`config.mk`:
```
export PLATFORM = sky130hd
export DESIGN_NAME = mem_map_router
export DESIGN_NICKNAME = d
export VERILOG_FILES = /design/src/rtl/mem_map_router.sv
export SDC_FILE = /design/constraint.sdc
export NUM_CORES = 1
export LEC_CHECK = 0
export CORE_AREA = 2 2 159 161
export CTS_CLUSTER_DIAMETER = 30
export DETAILED_ROUTE_END_ITERATION = 10
export DIE_AREA = 0 0 161 163
export PLACE_DENSITY = 0.52
export SLEW_MARGIN = 20
export SYNTH_ARGS = -nofsm -noshare
export SYNTH_HDL_FRONTEND = slang
export SYNTH_SLANG_ARGS = --single-unit
```
`constraint.sdc`:
```
create_clock -name clk -period 1.1 [get_ports clk]
set_input_delay 0.22 -clock clk [delete_from_list [all_inputs] [get_ports clk]]
set_output_delay 0.22 -clock clk [all_outputs]
set_load 0.03 [all_outputs]
```
`src/rtl/mem_map_router.sv`:
```
// Purpose: decode CPU memory commands onto one of NUM_REGIONS targets and route read data back from the accepting target.
// Latency: decode/start/ready are combinational; read completion is combinational from the target's rdata_valid.
// Backpressure: output_cmd_ready follows the selected target's ready while IDLE and is low while a read is pending.
//
// Ports: clk/rst_n (async active-low); input_* = CPU command side; output_* = CPU response side;
//        dev_* = per-target command/response buses, target i in slice [32i+31:32i] / bit i.
// Optional feature: define MEMMAP_TIMEOUT_EN to enable the read watchdog (TIMEOUT_CYCLES, ERROR_RDATA).
module mem_map_router #(
  parameter int                        NUM_REGIONS    = 4,
  parameter logic [NUM_REGIONS*32-1:0] REGION_BASE    = {NUM_REGIONS{32'h0}},
  parameter logic [NUM_REGIONS*32-1:0] REGION_MASK    = {NUM_REGIONS{32'h0}},
  parameter int                        TIMEOUT_CYCLES = 1024,
  parameter logic [31:0]               ERROR_RDATA    = 32'hDEADBEEF
) (
  input  logic                      clk,
  input  logic                      rst_n,
  input  logic                      input_cmd_start,
  input  logic                      input_cmd_write,
  input  logic [31:0]               input_addr,
  input  logic [31:0]               input_wdata,
  output logic                      output_cmd_ready,
  output logic [31:0]               output_rdata,
  output logic                      output_rdata_valid,
  output logic                      output_error,
  output logic [NUM_REGIONS-1:0]    dev_cmd_start,
  output logic [NUM_REGIONS-1:0]    dev_cmd_write,
  output logic [NUM_REGIONS*32-1:0] dev_addr,
  output logic [31:0]               dev_wdata,
  input  logic [NUM_REGIONS-1:0]    dev_cmd_ready,
  input  logic [NUM_REGIONS*32-1:0] dev_rdata,
  input  logic [NUM_REGIONS-1:0]    dev_rdata_valid
);

  localparam int SW = $clog2(NUM_REGIONS);

  typedef enum logic {IDLE = 1'b0, BUSY = 1'b1} state_t;

  state_t        state_q, state_d;
  logic [SW-1:0] sel;
  logic [SW-1:0] tgt_q, tgt_d;
  logic [31:0]   rdata_arr [NUM_REGIONS];

`ifdef MEMMAP_TIMEOUT_EN
  localparam int            TW         = $clog2(TIMEOUT_CYCLES);
  localparam logic [TW-1:0] TIMER_LAST = TW'(TIMEOUT_CYCLES - 1);
  logic [TW-1:0] timer_q, timer_d;
`else
  // Watchdog parameters have no function in this build.
  logic unused_cfg;
  assign unused_cfg = (^ERROR_RDATA) ^ (TIMEOUT_CYCLES == 0);
`endif

  // Scan downwards so the lowest matching region overwrites higher ones;
  // region 0 is never compared and is selected when nothing else hits.
  always_comb begin : decode
    sel = '0;
    for (int i = NUM_REGIONS - 1; i >= 1; i--) begin
      if ((input_addr & REGION_MASK[i*32 +: 32]) == REGION_BASE[i*32 +: 32]) begin
        sel = SW'(i);
      end
    end
  end

  // Region-relative addresses are offered to every target; only start is one-hot.
  genvar g;
  for (g = 0; g < NUM_REGIONS; g++) begin : g_region
    assign rdata_arr[g] = dev_rdata[g*32 +: 32];
    if (g == 0) begin : g_default
      assign dev_addr[31:0] = input_addr;
    end else begin : g_offset
      assign dev_addr[g*32 +: 32] = input_addr - REGION_BASE[g*32 +: 32];
    end
  end

  assign dev_wdata = input_wdata;

  always_ff @(posedge clk or negedge rst_n) begin
    if (!rst_n) begin
      state_q <= IDLE;
      tgt_q   <= '0;
`ifdef MEMMAP_TIMEOUT_EN
      timer_q <= '0;
`endif
    end else begin
      state_q <= state_d;
      tgt_q   <= tgt_d;
`ifdef MEMMAP_TIMEOUT_EN
      timer_q <= timer_d;
`endif
    end
  end

  always_comb begin
    state_d            = state_q;
    tgt_d              = tgt_q;
`ifdef MEMMAP_TIMEOUT_EN
    timer_d            = timer_q;
`endif
    // Data always comes from the captured target so a stale valid from
    // another target can never be mistaken for the response.
    output_rdata       = rdata_arr[tgt_q];
    output_rdata_valid = 1'b0;
    output_error       = 1'b0;
    output_cmd_ready   = 1'b0;
    dev_cmd_start      = '0;
    dev_cmd_write      = '0;

    case (state_q)
      IDLE: begin
        output_cmd_ready   = dev_cmd_ready[sel];
        dev_cmd_start[sel] = input_cmd_start;
        dev_cmd_write[sel] = input_cmd_start & input_cmd_write;
        // Writes are posted and leave the FSM in IDLE; only reads wait.
        if (input_cmd_start && dev_cmd_ready[sel] && !input_cmd_write) begin
          state_d = BUSY;
          tgt_d   = sel;
`ifdef MEMMAP_TIMEOUT_EN
          timer_d = '0;
`endif
        end
      end
      BUSY: begin
        if (dev_rdata_valid[tgt_q]) begin
          output_rdata_valid = 1'b1;
          state_d            = IDLE;
`ifdef MEMMAP_TIMEOUT_EN
        end else if (timer_q == TIMER_LAST) begin
          // A real valid in the same cycle takes the branch above instead.
          output_rdata       = ERROR_RDATA;
          output_rdata_valid = 1'b1;
          output_error       = 1'b1;
          state_d            = IDLE;
        end else begin
          timer_d = timer_q + 1'b1;
`endif
        end
      end
      default: state_d = IDLE;
    endcase
  end

endmodule
```
==> reports/summary.log <==
qor: route.route.detailed.wl_per_inst 8.59 um
qor: synthesis.synth-adder-area-share 0%
qor: placed_design.port_buffers 106
qor: final_layout.stdcell_area 0.00234 mm2
qor: floorplanning.die_height 163 um
qor: route.dr.pass1.iters 2
qor: critical_path.critical_path.slowest_cell sky130_fd_sc_hd__dfrtp_2
qor: synthesis.yosys.area_share.simple 2.17%
qor: floorplanning.core_region_area 0.0247 mm2
qor: floorplanning.floorplan.initialDensity 7.73%
qor: timing.finalSetupViolCount 37
qor: final_layout.num_antenna_cells 0
qor: synthesis.postSynthAreaPerCell 8.91 um2
qor: critical_path.startpoint_of_the_worst_register_to_register_path tgt_q[0]$_DFFE_PN0P_
qor: timing.final_max_slew_viol_count 0
qor: synthesis.synth_top_family_by_area buffers and inverters
qor: run_status.outcome finished with violations
qor: synthesis.synthTopCellsByArea sky130_fd_sc_hd__buf_4 (66%), sky130_fd_sc_hd__mux2_4 (23%), sky130_fd_sc_hd__buf_12 (3.1%)
qor: final_layout.area.growth.synth_to_final 22.8%
qor: route.ant_nets 0
qor: global_route.grt_pass1_wl 5.82 mm
qor: synthesis.synth.lib_cells_used.distinct 13
qor: synthesis.synth_edf_count 0
qor: power_and_ir_drop.ir_drop 0.558 mV
qor: critical_path.timing.critical_path.from_type flop
qor: clock_network.clock_sink_count 2
qor: global_route.groute.usage.overall 2.89%
qor: power_and_ir_drop.total_leakage_power 0.000940 uW
qor: timing.rsz0062_at_grt true
qor: global_route.antenna_found_initial 0
qor: critical_path.critical_path_required 0.88 ns
qor: clock_network.tritoncts built
qor: final_layout.final_core_utilization 9.49%
qor: power_and_ir_drop.pwr_density_cell 613 mW/mm2
qor: clock_network.numCtsBuffers 3
qor: placed_design.dpl-instance-area 0.00212 mm2
qor: timing.layout_setup_ws -0.591 ns
qor: timing.total_negative_setup_slack -18.73 ns
qor: flow_run.maxCapViolCount 0
qor: synthesis.top_reg_cell_synth sky130_fd_sc_hd__dfrtp_1
qor: clock_network.cts.htree.levels 1
qor: clock_network.clk_path_buf_depth 2
qor: critical_path.rr_endpoint state_q$_DFF_PN0_
qor: timing.final.min_clock_period 1.69 ns
qor: clock_network.clock-root-buffer sky130_fd_sc_hd__clkbuf_16
qor: timing.top_achievable_clock_speed 592 MHz
qor: critical_path.setup.worst_path.class flop to output port
qor: synthesis.compound_gate_portion_of_the_synthesized_area 0.394%
qor: timing.layout_worst_path_cycle_share 154%
qor: final_layout.final_net_count 372
qor: floorplanning.rows 58
qor: synthesis.post-synth-top-area-cell sky130_fd_sc_hd__buf_4
qor: clock_network.clk_latency 0.22 ns
qor: critical_path.worstSetupEndpoint output_rdata[10]
qor: placed_design.dpl.hpwl 3.57 mm
qor: timing.finalHoldWorstSlack 0.164 ns
qor: synthesis.post_synth_inst_count 214
qor: synthesis.ys_warn_count 0
qor: min_path.holdCritPathClass primary input to asynchronous set/reset pin
qor: synthesis.synth.top_cells.by_count sky130_fd_sc_hd__buf_4 (167), sky130_fd_sc_hd__mux2_4 (29), sky130_fd_sc_hd__buf_12 (3), sky130_fd_sc_hd__mux2_2 (3), sky130_fd_sc_hd__nor2b_1 (3)
qor: synthesis.async_reset_ff_share 100%
qor: route.routed_wirelength 4.27 mm
qor: critical_path.critical_path.max_stage_delay 0.39 ns
qor: synthesis.syn_area 0.00191 mm2
qor: critical_path.ff2ff_setup_slack -0.16 ns
qor: synthesis.synth-seq-area-share 2.62%
qor: timing.skew 0.00357 ns
qor: floorplanning.die_area 0.0262 mm2
qor: route.vias 979
qor: global_route.grt_pass1_vias 1004
qor: synthesis.synth-xor-area-share 0%
qor: critical_path.worst-endpoint-arrival 1.47 ns
qor: critical_path.startpoint tgt_q[0]$_DFFE_PN0P_
qor: synthesis.yosys.cell_count.top_type sky130_fd_sc_hd__buf_4
qor: route.post_drt_via_cell_ratio 1.97
qor: final_layout.fraction_of_layout_cells_with_a_size_suffix_above_1 51.5%
qor: synthesis.yosys-mux-area-fraction 25.1%
qor: clock_network.path_clk_slew 0.03 ns
qor: route.drt_first_iter_violations 14
qor: power_and_ir_drop.post-layout-total-power 1440 uW
qor: global_route.globalRouteOverflowTotal 0
qor: critical_path.timing.critical_path.to_type output port
qor: floorplanning.chipWidth 161 um
qor: timing.report.final.hold_viol_count 0
qor: critical_path.crit_chain buf_12 > mux2_4 > clkdlybuf4s15_2
qor: route.drc_errors 0
qor: critical_path.ff2ff_path_depth 5
qor: critical_path.crit_fanout 26
qor: synthesis.synth_top_cell_area_share 65.7%
qor: synthesis.yosys_register_bits 2
qor: global_route.grt_max_degree 27
qor: placed_design.weighted_congestion_at_the_end_of_routability_driven_global_placement 0.574
qor: floorplanning.pin_count 407
qor: run_status.violations setup timing
stage by stage:
step / instances / setup WS, ns
floorplan: 220 / -0.101
global placement: 490 / -0.678
detailed placement: 490 / -0.696
CTS: 498 / -0.606
global route: 497 / -0.636
finish: 497 / -0.591
how the worst min path moves through the flow:
stage / end / cells after the start
floorplan: state_q$_DFF_PN0_ / 0
global placement: state_q$_DFF_PN0_ / 1
detailed placement: state_q$_DFF_PN0_ / 1
CTS: tgt_q[0]$_DFFE_PN0P_ / 1
global route: tgt_q[0]$_DFFE_PN0P_ / 1
finish: tgt_q[0]$_DFFE_PN0P_ / 1
critical path: cells and delay by family (launching register included):
family / cells / cell delay, ns
mux: 1 / 0.32
flops: 1 / 0.39
buf+inv: 2 / 0.53
logic make-up after synthesis:
family                 after synthesis
muxes                               33
AOI/OAI and AO/OA                    1
buffers and inverters              171
other                                1
DFF                                  2
and+or+nand+nor                      6
cell usage in the layout, fill, tap and decap left out:
| cell type | n |
|---|---|
| sky130_fd_sc_hd__nor2b_1 | 1 |
| sky130_fd_sc_hd__dfrtp_2 | 2 |
| sky130_fd_sc_hd__clkdlybuf4s50_1 | 68 |
| sky130_fd_sc_hd__mux2_4 | 30 |
| sky130_fd_sc_hd__buf_4 | 2 |
| sky130_fd_sc_hd__mux2_2 | 2 |
| sky130_fd_sc_hd__clkbuf_16 | 3 |
| sky130_fd_sc_hd__or2_1 | 1 |
| sky130_fd_sc_hd__a21o_1 | 1 |
| sky130_fd_sc_hd__buf_12 | 1 |
| sky130_fd_sc_hd__dlygate4sd2_1 | 2 |
| sky130_fd_sc_hd__nor2b_4 | 1 |
| sky130_fd_sc_hd__mux2i_4 | 1 |
| sky130_fd_sc_hd__buf_6 | 17 |
| sky130_fd_sc_hd__and2_4 | 1 |
| sky130_fd_sc_hd__clkbuf_1 | 1 |
| sky130_fd_sc_hd__conb_1 | 7 |
| sky130_fd_sc_hd__nor2b_2 | 1 |
| sky130_fd_sc_hd__nor4bb_4 | 1 |
| sky130_fd_sc_hd__clkdlybuf4s15_2 | 23 |
| sky130_fd_sc_hd__buf_8 | 1 |
power by group:
part / internal, uW / switching [uW] / total, uW
Combinational: 465 / 316 / 781
Clock: 477 / 89.6 / 567
Sequential: 79.5 / 7.16 / 86.6
Total: 1020 / 413 / 1440
cell type report:
type | instances | area [um2]
clock buffer | 4 | 78.8
fill | 2887 | 22300
multi-input combinational | 47 | 598
sequential | 2 | 52.6
tap | 330 | 413
timing repair buffer | 114 | 1200
what timing repair did:
action	in CTS	in global routing
resized for setup	127	7
pin swaps	1	0
hold buffers	0	0
setup endpoints to repair	37	38
setup buffers	4	0
sequential cells by signal, indices dropped and copies added (netlist names):
register and cells:
state_q 1, tgt_q 1
per-layer routing:
metal	wire length [um]	track usage, %	vias to the layer above
li1	-	-	405
met1	1220	2.53	390
met2	1680	3.67	149
met3	1070	2.85	35
met4	299	2.88	0
met5	0	0	-
No activity file was read; power rests on OpenSTA's default activity.
